[src/rtl/pi_seq_pkg.sv]
// pi_seq_pkg: shared types, widths and saturation helper
// for the PI request sequencer and other FOC blocks.
package pi_seq_pkg;

  localparam int DW = 16;
  localparam int CW = 8;

  typedef enum logic {
    IDLE = 1'b0,
    WAIT = 1'b1
  } pi_seq_state_t;

  function automatic logic signed [DW-1:0] sat16(
    input logic signed [DW:0] x
  );
    logic signed [DW:0] hi;
    logic signed [DW:0] lo;
    hi = 17'sh07FFF;
    lo = -17'sh08000;
    if (x > hi)
      return 16'sh7FFF;
    else if (x < lo)
      return 16'sh8000;
    else
      return x[DW-1:0];
  endfunction

endpackage

[src/rtl/pi_setpoint_ramp.sv]
// pi_setpoint_ramp: registered setpoint moving toward
// the target by at most step per load; step 0 jumps.
module pi_setpoint_ramp
  import pi_seq_pkg::*;
(
  input  logic                 clk,
  input  logic                 rstn,
  input  logic                 load,
  input  logic signed [DW-1:0] target,
  input  logic        [DW-1:0] step,
  output logic signed [DW-1:0] aim
);

  logic signed [DW:0]   d;
  logic signed [DW:0]   step_s;
  logic signed [DW:0]   aim_s;
  logic signed [DW-1:0] nxt;

  // next aim: clamp the 17-bit difference to +/-step
  always_comb begin
    aim_s  = {aim[DW-1], aim};
    step_s = signed'({1'b0, step});
    d      = {target[DW-1], target} - aim_s;
    nxt    = target;
    if (step != '0) begin
      if (d > step_s)
        nxt = sat16(aim_s + step_s);
      else if (d < -step_s)
        nxt = sat16(aim_s - step_s);
    end
  end

  // aim register, updated only on an accepted sample
  always_ff @(posedge clk or negedge rstn) begin
    if (!rstn)
      aim <= '0;
    else if (load)
      aim <= nxt;
  end

endmodule

[src/rtl/pi_request_sequencer.sv]
// pi_request_sequencer: one PI request per sample, ramped aim,
// response timeout. Option macro: PI_SEQ_OVERRUN_CNT_EN.
module pi_request_sequencer
  import pi_seq_pkg::*;
#(
  parameter logic [DW-1:0] STEP    = 16'd64,
  parameter logic [CW-1:0] TIMEOUT = 8'd15
) (
  input  logic                 clk,
  input  logic                 rstn,
  input  logic                 i_sample_en,
  input  logic signed [DW-1:0] i_sample,
  input  logic signed [DW-1:0] i_target,
  output logic                 o_pi_en,
  output logic signed [DW-1:0] o_pi_aim,
  output logic signed [DW-1:0] o_pi_real,
  input  logic                 i_pi_en,
  input  logic signed [DW-1:0] i_pi_value,
  output logic                 o_en,
  output logic signed [DW-1:0] o_value,
  output logic                 o_busy,
  output logic                 o_timeout,
  output logic        [DW-1:0] o_overrun_cnt
);

  pi_seq_state_t state;
  logic [CW-1:0] cnt;
  logic          accept;
  logic          drop;

  assign accept = (state == IDLE) && i_sample_en;
  assign drop   = (state == WAIT) && i_sample_en;
  assign o_busy = (state != IDLE);

  pi_setpoint_ramp u_ramp (
    .clk    (clk),
    .rstn   (rstn),
    .load   (accept),
    .target (i_target),
    .step   (STEP),
    .aim    (o_pi_aim)
  );

  // request/response FSM with registered strobes
  always_ff @(posedge clk or negedge rstn) begin
    if (!rstn) begin
      state     <= IDLE;
      cnt       <= '0;
      o_pi_en   <= 1'b0;
      o_pi_real <= '0;
      o_en      <= 1'b0;
      o_value   <= '0;
      o_timeout <= 1'b0;
    end else begin
      o_pi_en   <= 1'b0;
      o_en      <= 1'b0;
      o_timeout <= 1'b0;
      unique case (state)
        IDLE: begin
          if (i_sample_en) begin
            o_pi_real <= i_sample;
            o_pi_en   <= 1'b1;
            cnt       <= '0;
            state     <= WAIT;
          end
        end
        WAIT: begin
          cnt <= cnt + 1'b1;
          if (i_pi_en) begin
            o_value <= i_pi_value;
            o_en    <= 1'b1;
            state   <= IDLE;
          end else if (cnt == TIMEOUT) begin
            o_timeout <= 1'b1;
            state     <= IDLE;
          end
        end
        default: state <= IDLE;
      endcase
    end
  end

`ifdef PI_SEQ_OVERRUN_CNT_EN
  // saturating count of samples dropped while busy
  always_ff @(posedge clk or negedge rstn) begin
    if (!rstn)
      o_overrun_cnt <= '0;
    else if (drop && (o_overrun_cnt != 16'hFFFF))
      o_overrun_cnt <= o_overrun_cnt + 1'b1;
  end
`else
  logic unused_drop;
  assign unused_drop   = drop;
  assign o_overrun_cnt = '0;
`endif

endmodule

[config.mk]
export PLATFORM = sky130hd
export DESIGN_NAME = pi_request_sequencer
export DESIGN_NICKNAME = d
export VERILOG_FILES = /design/src/rtl/pi_seq_pkg.sv /design/src/rtl/pi_setpoint_ramp.sv /design/src/rtl/pi_request_sequencer.sv
export SDC_FILE = /design/constraint.sdc
export NUM_CORES = 1
export LEC_CHECK = 0
export CAP_MARGIN = 15
export CORE_MARGIN = 2
export CORE_UTILIZATION = 53
export DETAILED_ROUTE_END_ITERATION = 12
export HOLD_SLACK_MARGIN = 0.06
export MAX_ROUTING_LAYER = met4
export PLACE_DENSITY = 0.87
export RECOVER_POWER = 100
export SETUP_SLACK_MARGIN = 0.02
export SYNTH_ARGS = -nofsm -noshare
export SYNTH_HDL_FRONTEND = slang
export SYNTH_SLANG_ARGS = --single-unit
export TNS_END_PERCENT = 20
[constraint.sdc]
create_clock -name clk -period 10.8 [get_ports clk]
set_input_delay 1.62 -clock clk [delete_from_list [all_inputs] [get_ports clk]]
set_output_delay 1.62 -clock clk [all_outputs]
set_load 0.02 [all_outputs]
==> results.json, run 1 <==
{
  "clock.fmax_mhz": 155.6,
  "synthMuxAreaShare_pct": 5.638,
  "first_iter_violations": 332,
  "fin_crit_ns": 6.427,
  "drive_above_1_share_pct": 7.119,
  "slowest_stage": "o31ai_1",
  "worst_slack_ns": 4.373,
  "grt_pass1_vias": 4004,
  "cts_max_level": 3,
  "outcome": "finished, violations left",
  "fin_nets": 672,
  "end_kind": "flip-flop",
  "irDropWorstVdd_v": 0.0001648,
  "worstHoldStart": "o_pi_real[8]",
  "dpl_worst_slack_ns": 5.178,
  "synthXorXnorAreaFrac_pct": 3.885,
  "skew_ns": 0.007513,
  "vias": 4143,
  "crit_type": "primary input to flip-flop",
  "num_rows": 32,
  "cts_inserted_buffers": 9,
  "power_density_mw_per_mm2": 245.3,
  "ant_nets": 0,
  "worst_path_largest_cell_delay_ns": 1.37,
  "final.setup.tns_ns": 0,
  "netlist_instances": 505,
  "hold_ws_ns": 0.4693,
  "yosys_warnings": 0,
  "clk-insertion-delay-late_ns": 0.35,
  "hold_buffers": 0,
  "startpoint": "i_target[0]",
  "routedWlPerCell_um": 16.67,
  "drc": 0,
  "cts_resized": 0,
  "required_ns": 10.99,
  "hpwl_um": 8826,
  "grt_start_max_net_pins": 61,
  "min_path_cells": 2,
  "rr_startpoint": "u_ramp.aim[12]",
  "cap_violations": 2,
  "reg2reg_depth": 12,
  "synthAdderAreaFrac_pct": 6.310,
  "place_congestion": 0.9842,
  "worst_path_most_repeated_cell": "o21ai_0",
  "fillers": 599,
  "hp-class": "flip-flop to flip-flop",
  "antenna_found_initial": 0,
  "cts_tree": "yes",
  "cts.clk_slew.worst_paths_ns": 0.07,
  "crit_chain": "dlygate4sd3_1, inv_1, ha_1, fa_1, nand2b_1, a211oi_1, o21ai_0, and4_1, nor3_1, o211ai_1, o31ai_1, o221ai_1, nand2_1, o21ai_0",
  "power_mw": 1.339,
  "r2r-end": "u_ramp.aim[1]",
  "relSlewSlack_pct": -110.9,
  "die-area_sq_mm": 0.008816,
  "synth_top_flop_cell": "dfrtp_1",
  "min_to": "o_pi_real[8]",
  "reg2reg_setup_slack_ns": 5.81,
  "syn_avg_cell_area_sq_um": 8.481,
  "grt_pass1_wl_um": 19290,
  "final_cell_area_sq_mm": 0.005458,
  "rsz0062_at_grt": "no",
  "failed_checks": "capacitance limit, slew limit",
  "maxSlewViolCount": 77,
  "syn_to_final_growth_pct": 27.43,
  "drtPass1Iterations": 5,
  "setup_viol": 0,
  "io_pins": 120,
  "cp_data_arrival_time_ns": 6.62,
  "synth-edff-count": 0,
  "vias_per_cell": 5.868,
  "placed_cell_area_sq_mm": 0.005281,
  "synthArstFlopShare_pct": 100.0,
  "cts-root-buf": "clkbuf_8",
  "hold_violations": 0,
  "core_area_sq_mm": 0.007767,
  "cts.sinks": 60,
  "wirelength_um": 11770,
  "crit_fanout": 15,
  "multi_input_area_sq_mm": 0.002484,
  "postCtsSetupBuffers": 0,
  "start_util_pct": 55.14,
  "die_w_um": 93.90,
  "ys_ff_latch": 60,
  "worstMarginPinSlew_ns": 3.164,
  "synth_compound_area_share_pct": 19.72,
  "gr-total-overflow": 0,
  "synth-seq-area-share_pct": 35.06,
  "grtUsageTotal_pct": 28.62,
  "cp-start-kind": "primary input",
  "synth_top_family_by_area": "simple AND/OR/NAND/NOR gates",
  "p_leak_nw": 2.359,
  "syn_area_sq_mm": 0.004283,
  "finalCritPeriodShare_pct": 59.51,
  "antenna_cells": 0,
  "cts_max_path_buffers": 2,
  "io_buffer_count": 103,
  "die_h_um": 93.90,
  "final_cell_mix": "nand2_1 (85), dfrtp_1 (60), dlygate4sd3_1 (55)",
  "final_common_cell": "nand2_1",
  "synth-simple-area-share_pct": 21.82,
  "seqCellArea_sq_mm": 0.001501,
  "synth_cell_type_count": 66
}
## how the worst max path moves through the flow
stage                           endpoint  slack, ns  cells after the start
after floorplan           u_ramp.aim[14]       6.40                     14
after global placement     u_ramp.aim[8]       5.36                     14
after detailed placement   u_ramp.aim[8]       5.18                     14
after CTS                  u_ramp.aim[8]       5.53                     14
after global routing       u_ramp.aim[0]       3.91                     14
final                      u_ramp.aim[1]       4.37                     14
## where the power goes
| part | internal, mW | switching [mW] | leakage [nW] | total [mW] |
|---|---|---|---|---|
| combinational | 0.313 | 0.440 | 1.51 | 0.753 |
| clock | 0.136 | 0.0894 | 0.107 | 0.225 |
| sequential | 0.285 | 0.0757 | 0.739 | 0.361 |
## cells in the mapped netlist (3+ instances only)
| library cell | count | area share [%] |
|---|---|---|
| a211oi_1 | 3 | 0.53 |
| a21oi_1 | 29 | 3.4 |
| a31oi_1 | 5 | 0.73 |
| and2_1 | 5 | 0.73 |
| and3_1 | 3 | 0.44 |
| buf_1 | 4 | 0.35 |
| buf_2 | 3 | 0.35 |
| buf_4 | 16 | 2.8 |
| clkbuf_1 | 12 | 1.1 |
| dfrtp_1 | 60 | 35 |
| ha_1 | 20 | 5.8 |
| inv_1 | 24 | 2.1 |
| mux2_2 | 17 | 4.5 |
| mux2i_1 | 5 | 1.2 |
| nand2_1 | 85 | 7.4 |
| nand2b_1 | 10 | 1.5 |
| nand3_1 | 13 | 1.5 |
| nand4_1 | 10 | 1.5 |
| nor2_1 | 25 | 2.2 |
| nor2b_1 | 3 | 0.44 |
| nor3_1 | 19 | 2.2 |
| nor4_1 | 4 | 0.58 |
| nor4b_1 | 3 | 0.61 |
| o2111ai_1 | 4 | 0.82 |
| o211ai_1 | 9 | 1.6 |
| o21a_1 | 5 | 0.88 |
| o21ai_0 | 40 | 4.7 |
| o21bai_1 | 3 | 0.53 |
| or3_1 | 3 | 0.44 |
| xnor2_1 | 19 | 3.9 |
## per-layer routing
metal	up-vias	routed length, um	track usage, %
li1	1960	-	-
met1	1967	4986	37.75
met2	189	5790	45.06
met3	27	758	6.019
met4	0	233	7.971
met5	-	0	-
## cell families (layout without fill, tap and decap cells)
| kind of cell | Yosys count | count (layout) |
|---|---|---|
| adders and majority gates | 21 | 21 |
| xor gates and xnor gates | 19 | 19 |
| buffers and inverters | 62 | 146 |
| muxes | 22 | 22 |
| AOI/OAI and AO/OA | 127 | 127 |
| DFF | 60 | 60 |
| and+or+nand+nor | 193 | 193 |
| other | 1 | 16 |
## final cells by class
class	instances	share of cell area [%]
Clock inverter	4	1.330
Sequential cell	60	27.51
Multi-Input combinational cell	398	45.51
Timing Repair Buffer	105	18.94
Tap cell	102	2.338
Inverter	25	1.719
Clock buffer	12	2.659
## registers in the layout (all words and copies together), names as in the netlist
register / cells
o_value: 16
u_ramp.aim: 16
o_busy: 1
o_pi_real: 16
cnt: 8
o_en: 1
o_pi_en: 1
o_timeout: 1
## worst max-delay path, delay by kind of cell
kind	cells	cell delay, ns
compound gates	6	3.02
simple gates	4	0.79
buf+inv	2	0.60
fa+ha+maj	2	0.59
## per-stage QoR
step                      utilization [%]  cells
after detailed placement            67.99    690
final                               70.26    706
after global placement              67.99    690
after global routing                70.26    706
after CTS                           70.80    706
after floorplan                         -    520
Power figures use the tool's default switching activity.
==> inputs of run 2 (changes only) <==
--- a/config.mk
+++ b/config.mk
@@ -7,11 +7,11 @@
 export LEC_CHECK = 0
 export CAP_MARGIN = 15
 export CORE_MARGIN = 2
-export CORE_UTILIZATION = 53
+export CORE_UTILIZATION = 49
 export DETAILED_ROUTE_END_ITERATION = 12
 export HOLD_SLACK_MARGIN = 0.06
 export MAX_ROUTING_LAYER = met4
-export PLACE_DENSITY = 0.87
+export PLACE_DENSITY = 0.82
 export RECOVER_POWER = 100
 export SETUP_SLACK_MARGIN = 0.02
 export SYNTH_ARGS = -nofsm -noshare
==> constraint.sdc (replaced) <==
create_clock -name clk -period 6.1 [get_ports clk]
set_input_delay 0.915 -clock clk [delete_from_list [all_inputs] [get_ports clk]]
set_output_delay 0.915 -clock clk [all_outputs]
set_load 0.02 [all_outputs]
==> run 2 against run 1 <==
  * The run still ends with capacitance limit, slew limit left
  * Clock skew rose by 0.0026 ns
  * Combinational power increased by 78%
  * Die area increased by 7.8%
  * Sequential power grew 76%
  * Count of clock-buffer cells in the layout is 1 lower
  * Critical path type unchanged
  * Largest power group unchanged
==> results.json, run 2 (same netlist as run 1, synthesis figures left out) <==
{
  "fin_util_pct": 63.29,
  "routedWlPerCell_um": 16.21,
  "die_h_um": 97.49,
  "grtUsageTotal_pct": 24.65,
  "placed_cell_area_sq_mm": 0.005289,
  "cts.clk_slew.worst_paths_ns": 0.07,
  "setup_viol": 0,
  "hp-class": "flip-flop to flip-flop",
  "min_to": "o_pi_real[7]",
  "wirelength_um": 11540,
  "drtPass1Iterations": 7,
  "switching_share_pct": 46.92,
  "syn_to_final_growth_pct": 26.99,
  "failed_checks": "capacitance limit, slew limit",
  "clockPowerShare_pct": 14.1,
  "maxSlewViolCount": 61,
  "cts_max_path_buffers": 2,
  "cp_data_arrival_time_ns": 5.22,
  "drive_above_1_share_pct": 7.781,
  "antenna_found_initial": 0,
  "antenna_cells": 0,
  "irDropWorstVdd_v": 0.0002283,
  "seqPwrFrac_pct": 27.6,
  "worst_path_most_repeated_cell": "nand2b_1",
  "fin_crit_ns": 5.057,
  "required_ns": 6.26,
  "reg2reg_setup_slack_ns": 1.58,
  "final_cell_area_sq_mm": 0.005439,
  "gr-usage-met1_pct": 30.56,
  "hpwl_um": 8601,
  "core_area_sq_mm": 0.008593,
  "r2r-end": "u_ramp.aim[12]",
  "hold_violations": 0,
  "largestRegisters": "o_pi_real x16, o_value x16, u_ramp.aim x16",
  "worstHoldStart": "o_pi_real[7]",
  "power_mw": 2.297,
  "final.setup.tns_ns": 0,
  "crit_chain": "dlygate4sd3_1, inv_1, ha_1, fa_1, nand2b_1, a211oi_1, o21ai_0, a31oi_1, o211ai_1, nor4_2, nand2b_1, nor2b_4, nor3_1, a21boi_0",
  "cts_resized": 0,
  "vias_per_cell": 5.792,
  "min_path_cells": 2,
  "cap_violations": 1,
  "final_cell_mix": "nand2_1 (85), dfrtp_1 (60), dlygate4sd3_1 (55)",
  "grt_pass1_vias": 3963,
  "hold_buffers": 0,
  "die_w_um": 97.49,
  "cts-root-buf": "clkbuf_8",
  "cts_tree": "yes",
  "crit_type": "primary input to flip-flop",
  "grt_util_met3_pct": 6.043,
  "p_leak_nw": 2.338,
  "grt_most_used_layer": "met2",
  "slowest_stage": "nor3_1",
  "cts.sinks": 60,
  "end_kind": "flip-flop",
  "rsz0062_at_grt": "no",
  "place_congestion": 0.9955,
  "finalCritPeriodShare_pct": 82.91,
  "cp-start-kind": "primary input",
  "startpoint": "i_target[0]",
  "placedCellCount": 696,
  "crit_fanout": 18,
  "worstMarginPinSlew_ns": 3.160,
  "grt_start_max_net_pins": 61,
  "intPower_mw": 1.219,
  "first_iter_violations": 292,
  "outcome": "finished, violations left",
  "reg2reg_depth": 11,
  "skew_ns": 0.01016,
  "fin_nets": 672,
  "io_buffer_count": 103,
  "gr-total-overflow": 0,
  "num_rows": 34,
  "clock.fmax_mhz": 197.7,
  "relSlewSlack_pct": -110.6,
  "ant_nets": 0,
  "grt_pass1_wl_um": 18600,
  "io_pins": 120,
  "vias": 4124,
  "worst_path_largest_cell_delay_ns": 0.68,
  "cts_max_level": 3,
  "clk-insertion-delay-late_ns": 0.34,
  "start_util_pct": 49.84,
  "die-area_sq_mm": 0.009504,
  "postCtsSetupBuffers": 0,
  "final_cells": 712,
  "rr_startpoint": "u_ramp.aim[8]",
  "combPwrFrac_pct": 58.3,
  "cts_inserted_buffers": 9,
  "switching_power_mw": 1.078,
  "met2_usage_pct": 39.42,
  "power_density_mw_per_mm2": 422.4,
  "final_common_cell": "nand2_1",
  "drc": 0
}
==> run 2: how the worst max path moves through the flow <==
| stage | to | slack, ns | depth (start not counted) |
|---|---|---|---|
| floorplan | u_ramp.aim[14] | 2.41 | 14 |
| global placement | u_ramp.aim[0] | 1.44 | 14 |
| detailed placement | u_ramp.aim[2] | 1.21 | 14 |
| CTS | u_ramp.aim[2] | 1.57 | 14 |
| global route | u_ramp.aim[12] | 0.59 | 14 |
| finish | u_ramp.aim[12] | 1.04 | 14 |
==> run 2: cell type report <==
class	count	area, sq um
well taps	108	135.1
repair buffers	105	1033
multi-input cells	398	2497
inverters	25	93.84
fillers	729	3154
clock inverters	5	36.28
flip-flops and latches	60	1501
clock buffers	11	141.4
==> run 2: power groups by stage <==
stage | clock network, mW | registers [mW] | logic [mW]
after CTS | 0.330 | 0.636 | 1.37
after floorplan | 0 | 0.716 | 0.851
final | 0.324 | 0.634 | 1.34
after global placement | 0 | 0.634 | 1.32
after global routing | 0.345 | 0.651 | 1.46
after detailed placement | 0 | 0.642 | 1.36
==> run 2: critical path: cells and delay by family <==
kind	cells	cell delay (ns)
buf+inv	2	0.59
fa+ha+maj	2	0.60
compound gates	5	1.33
simple gates	5	1.78
==> run 2: per-stage QoR <==
stage	hold WS [ns]	setup WS (ns)
3_3_place_gp	0.4568	1.440
4_1_cts	0.4787	1.566
3_5_place_dp	0.4624	1.212
5_1_grt	0.5078	0.5868
2_1_floorplan	0.4480	2.406
6_report	0.4719	1.043
==> run 2: routing by layer <==
metal	wire (um)	vias up
met5	0	-
met4	317	0
met3	661	33
met2	5560	167
met1	5003	1969
li1	-	1955
==> inputs of run 3 (changes only) <==
==> constraint.sdc (replaced) <==
create_clock -name clk -period 5 [get_ports clk]
set_input_delay 0.75 -clock clk [delete_from_list [all_inputs] [get_ports clk]]
set_output_delay 0.75 -clock clk [all_outputs]
set_load 0.02 [all_outputs]
==> run 3 against run 2 <==
  * The run still ends with capacitance limit, slew limit left
  * Utilization grew 0.93 points
  * First-iteration DRC count shrank 31%
  * Highest routed layer unchanged
  * Critical path depth is the same
  * Setup slack lost 0.54 ns
  * Combinational power grew 22%
  * Cell count grew 0.28%
  * Final area grew 1.5%
==> results.json, run 3 (same netlist as run 1, synthesis figures left out) <==
{
  "cts_tree": "yes",
  "required_ns": 5.20,
  "wirelength_um": 11230,
  "routedWlPerCell_um": 15.72,
  "start_util_pct": 49.84,
  "vias": 4091,
  "die_h_um": 97.49,
  "relSlewSlack_pct": -109.8,
  "first_iter_violations": 201,
  "antenna_found_initial": 0,
  "grt_util_met3_pct": 5.324,
  "clock.fmax_mhz": 222.2,
  "worstMarginPinSlew_ns": 3.147,
  "hold_violations": 0,
  "hold_buffers": 0,
  "clk-insertion-delay-late_ns": 0.34,
  "grt_pass1_vias": 3981,
  "cts_max_path_buffers": 2,
  "drtPass1Iterations": 5,
  "drive_above_1_share_pct": 8.416,
  "cts-root-buf": "clkbuf_8",
  "final_common_cell": "nand2_1",
  "placedCellCount": 698,
  "skew_ns": 0.01520,
  "postCtsSetupBuffers": 0,
  "hpwl_um": 8473,
  "failed_checks": "capacitance limit, slew limit",
  "final.setup.tns_ns": 0,
  "crit_fanout": 15,
  "cap_violations": 1,
  "vias_per_cell": 5.730,
  "cts_inserted_buffers": 9,
  "gr-total-overflow": 0,
  "met2_usage_pct": 38.73,
  "setup_viol": 0,
  "grt_most_used_layer": "met2",
  "cts_resized": 0,
  "die-area_sq_mm": 0.009504,
  "maxSlewViolCount": 61,
  "cp-start-kind": "primary input",
  "fillers": 693,
  "largestRegisters": "o_pi_real x16, o_value x16, u_ramp.aim x16",
  "final_cells": 714,
  "grtUsageTotal_pct": 25.09,
  "ant_nets": 0,
  "syn_to_final_growth_pct": 28.86,
  "p_leak_nw": 2.379,
  "rsz0062_at_grt": "no",
  "hp-class": "flip-flop to flip-flop",
  "finalCritPeriodShare_pct": 90.02,
  "place_congestion": 0.9706,
  "antenna_cells": 0,
  "io_buffer_count": 103,
  "outcome": "finished, violations left",
  "num_rows": 34,
  "end_kind": "flip-flop",
  "drc": 0,
  "grt_pass1_wl_um": 19070,
  "cp_data_arrival_time_ns": 4.71,
  "cts.clk_slew.worst_paths_ns": 0.07,
  "irDropWorstVdd_v": 0.0003620,
  "core_area_sq_mm": 0.008593,
  "power_density_mw_per_mm2": 524.8,
  "io_pins": 120,
  "gr-usage-met1_pct": 32.69,
  "cts.sinks": 60,
  "hold_ws_ns": 0.4751,
  "crit_type": "primary input to flip-flop",
  "final_cell_mix": "nand2_1 (85), dfrtp_1 (60), dlygate4sd3_1 (55)",
  "fin_nets": 674,
  "grt_start_max_net_pins": 61,
  "fin_crit_ns": 4.501,
  "cts_max_level": 3,
  "die_w_um": 97.49
}
==> run 3: changes by cell type in the layout (fill, tap and decap cells not counted) <==
cell        change
nor3_4          +1
clkbuf_1        -1
nor3_1          -1
clkinvlp_4      -2
bufinv_16       +2
clkinv_4        +2
o31ai_4         +1
buf_4           +2
o31ai_2         -1
clkbuf_8        -1
==> run 3: path summary, 6_finish.rpt <==
| path | slack [ns] | startpoint | end | depth (start not counted) |
|---|---|---|---|---|
| min reg2reg | 0.48 | o_pi_real[4] | o_pi_real[4] | 2 |
| max in group asynchronous | 1.68 | rstn | u_ramp.aim[9] | 2 |
| max reg2reg | 0.87 | u_ramp.aim[8] | u_ramp.aim[12] | 12 |
| max | 0.50 | i_target[0] | u_ramp.aim[0] | 14 |
| min in group asynchronous | 1.55 | rstn | cnt[1] | 2 |
| min | 0.48 | o_pi_real[4] | o_pi_real[4] | 2 |
==> run 3: worst max-delay path, stage by stage <==
cell and delay (ns):
dlygate4sd3_1 0.55, inv_1 0.05, ha_1 0.21, fa_1 0.39, nand2b_1 0.20, a211oi_1 0.49
o21ai_0 0.21, xnor2_1 0.16, a211oi_1 0.26, o211ai_1 0.21, o31ai_4 0.63, o221ai_2 0.33
nand2_1 0.17, o21ai_0 0.09
==> run 3: report_power, final <==
group / total [mW] / switching (mW) / internal [mW]
clock: 0.487 / 0.204 / 0.283
combinational: 1.64 / 0.956 / 0.682
sequential: 0.771 / 0.156 / 0.615
==> run 3: metrics by stage <==
stage	instance area, sq um	setup WS (ns)	util [%]	power [mW]
2_1_floorplan	4339	1.414	-	1.911
3_3_place_gp	5304	0.4903	61.72	2.389
3_5_place_dp	5304	0.2693	61.72	2.438
4_1_cts	5527	0.6215	64.31	2.943
5_1_grt	5519	0.1747	64.23	3.120
6_report	5519	0.4990	64.23	2.897
==> run 3: metal layers <==
metal	share of wire, %	routed length (um)
met2	48	5383
met5	0	0
met4	2.4	272
met3	6.1	687
met1	43	4883
==> run 3: final cells by class <==
type                       count  area, sq um  share of cell area, %
timing repair buffer         107         1049                  19.00
inverter                      25        93.84                  1.700
tap                          108        135.1                  2.448
clock inverter                 7        98.84                  1.791
multi-input combinational    398         2517                  45.61
clock buffer                   9        123.9                  2.244
sequential                    60         1501                  27.20
==> RTL edit 1: new RTL, flow settings as in run 2 <==
Add a define of `PI_SEQ_OVERRUN_CNT_EN`.
--- a/src/rtl/pi_request_sequencer.sv
+++ b/src/rtl/pi_request_sequencer.sv
@@ -1,5 +1,7 @@
 // pi_request_sequencer: one PI request per sample, ramped aim,
 // response timeout. Option macro: PI_SEQ_OVERRUN_CNT_EN.
+`define PI_SEQ_OVERRUN_CNT_EN
+
 module pi_request_sequencer
   import pi_seq_pkg::*;
 #(
Behaviour: not the same (Yosys sat finds a counterexample within 4 cycles, from zero or initial values and one cycle with rstn low).
==> RTL edit 1 against run 2 <==
  * Largest power group unchanged
  * Area after synthesis increased by 16%
  * Routed wire length grew 19%
  * Die area increased by 15%
  * Register-to-register slack improved by 0.08 ns
  * Design area grew 17%
  * Hold slack better by 0.00068 ns
  * Total power increased by 16%
  * Setup slack better by 0.062 ns
  * The run still ends with max-capacitance violations, max-slew violations left
  * Sequential cell count up 16
  * Final cell count increased by 13%
  * Utilization up 1.7 points
  * Critical path type unchanged
  * Via count increased by 12%
  * Sequential share of layout area increased by 2.2 points
==> RTL edit 1: results (changes against run 2) <==
* Max-slew violation count at 77 (+26%)
* Area of placed instances at 0.006221 mm² (+18%)
* Failing checks: max-capacitance violations, max-slew violations
* Worst Tran Pin Value at 3.934 ns (+0.7746 ns)
* Top post-synthesis cells by count: 95 x nand2_1, 76 x dfrtp_1, 33 x a21oi_1, 32 x nor2_1, 28 x inv_1
* PortBufs at 119 (+16%)
* Slowest library cell on the worst path: a41o_1
* CP Capture Point: u_ramp.aim[15]
* Routability cong. at 0.9008 (-9.5%)
* Sequential area share after synthesis at 38.30% (+3.2 points)
* Avg Inst Size Synth at 8.868 µm² (+4.6%)
* Reg-to-Reg End: u_ramp.aim[9]
* Compound-Gate Fraction of Synth Area at 18.47% (-1.3 points)
* Reg2reg path depth at 12 (+1)
* Post-layout min period at 4.996 ns (-0.06172 ns)
* Fillcell total at 847 (+16%)
* Critical Path AT at 5.17 ns (-0.05 ns)
* Detail-routed via count per cell at 5.706 (-1.5%)
* Routed WL per cell at 16.99 µm (+4.8%)
* DR vias at 4599 (+12%)
* Slowest stage delay, CP at 0.78 ns (+0.10 ns)
* Total global-route track usage at 26.27% (+1.6 points)
* Status: finished with violations
* Mux cell area share after synthesis at 4.913% (-0.73 points)
* Clock skew at 0.006106 ns (-0.004050 ns)
* Pre-antenna DRT Iters at 5 (-2)
* Post-Place Cells at 791 (+14%)
* First-pass GRT wire length at 22670 µm (+22%)
* Synth Area in XOR/XNOR at 5.115% (+1.2 points)
* Library cells used by synthesis at 65 (-1.5%)
* Max Cap Viol at 1 (unchanged)
-- RTL edit 1: cell count changes in the layout (fill, tap and decap cells not counted), sizes merged, moves of 6 or more --
cell,change
conb,-16
dfrtp,+16
dlygate4sd3,+16
nand2,+10
nand3,+10
nor2,+9
o21ai,-8
xor2,+7
nor3,-6
o22ai,+6
-- RTL edit 1: worst min path at each step --
stage | end | slack [ns] | cells past startpoint
2_1_floorplan | cnt[7] | 0.45 | 1
3_5_place_dp | o_pi_real[3] | 0.46 | 2
6_report | o_pi_real[3] | 0.47 | 2
4_1_cts | o_pi_real[3] | 0.48 | 2
5_1_grt | o_pi_real[3] | 0.50 | 2
3_3_place_gp | o_pi_real[5] | 0.46 | 2
-- RTL edit 1: cell families after synthesis --
group	count (synthesis)
fa+ha+maj	22
xor+xnor	29
simple gates	232
buf+inv	51
flops	76
mux	22
compound gates	128
-- RTL edit 1: layer usage --
layer  vias to the layer above  share of wire, %  track usage [%]  wire length, µm
met4                         0              0.94            6.000              129
met2                       128                51            45.05             7003
met1                      2232                43            32.13             5866
met3                        10               5.1            5.365              696
li1                       2229                 -                -                -
met5                         -                 0                -                0
-- RTL edit 1: where the power goes --
group	switching (mW)	total, mW	internal [mW]
combinational	0.849	1.45	0.598
clock	0.179	0.429	0.250
sequential	0.155	0.782	0.627
-- RTL edit 1: cell type report --
cell class | count | area share, %
repair buffers | 121 | 18.73
clock buffers | 11 | 2.371
clock inverters | 4 | 1.137
flip-flops and latches | 76 | 29.79
well taps | 133 | 2.606
inverters | 28 | 1.646
multi-input cells | 433 | 43.72
-- RTL edit 1: critical path, delay by kind of cell --
| kind | cells | cell delay, ns |
|---|---|---|
| compound gates | 6 | 2.13 |
| fa+ha+maj | 2 | 0.63 |
| buf+inv | 2 | 0.61 |
| simple gates | 4 | 0.88 |
==> RTL edit 2: new RTL, settings of run 2 <==
Without the edit above. Add an input register stage for `i_target`; this delays it by one clock. The other inputs are not delayed to match.
--- a/src/rtl/pi_request_sequencer.sv
+++ b/src/rtl/pi_request_sequencer.sv
@@ -23,6 +23,12 @@
   output logic        [DW-1:0] o_overrun_cnt
 );
 
+  logic signed [DW-1:0] i_target_q;
+
+  always_ff @(posedge clk) begin
+    i_target_q <= i_target;
+  end
+
   pi_seq_state_t state;
   logic [CW-1:0] cnt;
   logic          accept;
@@ -36,7 +42,7 @@
     .clk    (clk),
     .rstn   (rstn),
     .load   (accept),
-    .target (i_target),
+    .target (i_target_q),
     .step   (STEP),
     .aim    (o_pi_aim)
   );
Behaviour: not the same (Yosys sat finds a counterexample within 4 cycles, from zero or initial values and one cycle with rstn low).
==> RTL edit 2 against run 2 <==
  * Register-to-register slack worse by 0.12 ns
  * Die area is 9.8% higher
  * Routed wire length up 3.6%
  * Total power rose by 15%
  * Largest power group unchanged
  * Largest cell class unchanged
  * Sequential cell count up 16
  * The run still ends with max-capacitance violations, max-slew violations left
  * Area after synthesis up 10%
  * Design area increased by 8.8%
  * Setup slack improved by 0.42 ns
  * Clock skew rose by 0.0031 ns
==> RTL edit 2: results (changes against run 2) <==
* Status: finished with violations
* Compound-Gate Fraction of Synth Area at 19.37% (-0.35 points)
* Worst Tran Pin Value at 3.133 ns (-0.02694 ns)
* Post-synth ARST share at 78.95% (-21 points)
* GRT met1 Usage at 32.80% (+2.2 points)
* Max-slew violation count at 61 (unchanged)
* Hold slack at 0.4692 ns (-0.002698 ns)
* Worst hold path startpoint: o_pi_real[15]
* Aggregate routed wire length at 11960 µm (+3.6%)
* CP Capture Point: u_ramp.aim[1]
* First-pass GRT wire length at 19330 µm (+3.9%)
* Final cell count without fillers at 747 (+4.9%)
* Largest cells by area after synthesis: dfrtp_1 32%, dfxtp_1 6.8%, nand2_1 6.7%
* Reg2Reg Launch Point: u_ramp.aim[10]
* Met3 usage at 4.309% (-1.7 points)
* Worst-path fanout max at 13 (-5)
* Layout cells sized above 1 at 7.605% (-0.18 points)
* Library cells used by synthesis at 73 (+11%)
* Hpwl dp at 8908 µm (+3.6%)
* Sequential area share after synthesis at 38.58% (+3.5 points)
* DR vias at 4227 (+2.5%)
* Routability cong. at 0.9042 (-9.2%)
* Pre-antenna DRT Iters at 5 (-2)
* Met3 Wirelength at 883 µm (+34%)
* Clock skew at 0.01321 ns (+0.003053 ns)
* Synth Area in XOR/XNOR at 3.153% (-0.73 points)
* Power Dens Cells at 448.1 mW/mm² (+6.1%)
* Fillcell total at 797 (+9.3%)
* Cell leakage power at 2.632 nW (+13%)
* GRT met2 Usage at 37.50% (-1.9 points)
* Total global-route track usage at 24.15% (-0.49 points)
* Crit Path Category: reg2reg
* Sequential power at 0.759 mW (+20%)
* Failing checks: max-capacitance violations, max-slew violations
* Critical Path AT at 4.88 ns (-0.34 ns)
* Met1 Wirelength at 5322 µm (+6.4%)
* Clk_lat worst skew at 0.36 ns (+0.02 ns)
* Hold Path Sink: o_pi_real[15]
* Mux cell area share after synthesis at 5.538% (-0.10 points)
* Max Cap Viol at 1 (unchanged)
* Peak supply drop at 0.2723 mV (+19%)
* Adder-Cell Fraction of Synth Area at 5.723% (-0.59 points)
* Top post-synthesis cells by count: 84 x nand2_1, 60 x dfrtp_1, 30 x nor2_1, 28 x o21ai_0, 27 x inv_1
* Switch Pwr at 1.209 mW (+12%)
-- RTL edit 2: changes by cell type in the layout (fill, tap and decap cells not counted), moves of 6 or more --
cell	change
a21o_1	+7
a21oi_1	-17
a22o_1	+6
a32oi_1	+6
clkdlybuf4s50_1	-15
dfxtp_1	+16
dlygate4sd3_1	+15
nor3_1	-12
o21ai_0	-12
-- RTL edit 2: per-stage QoR --
stage / area (µm²) / worst slack (ns)
6_report: 5916 / 1.463
5_1_grt: 5916 / 1.121
4_1_cts: 5943 / 2.268
3_5_place_dp: 5737 / 2.272
3_3_place_gp: 5737 / 2.378
2_1_floorplan: 4778 / 2.669
-- RTL edit 2: cell type report --
type,instances,area share [%]
multi-input combinational,394,43.80
timing repair buffer,105,17.47
clock inverter,7,1.396
clock buffer,9,2.094
sequential,76,30.80
inverter,27,1.713
tap,129,2.728
-- RTL edit 2: tightest hold or removal path, stage by stage, from the launching register on --
cell and delay, ns:
dfrtp_1 0.34, nand2_1 0.05, nand2_1 0.05
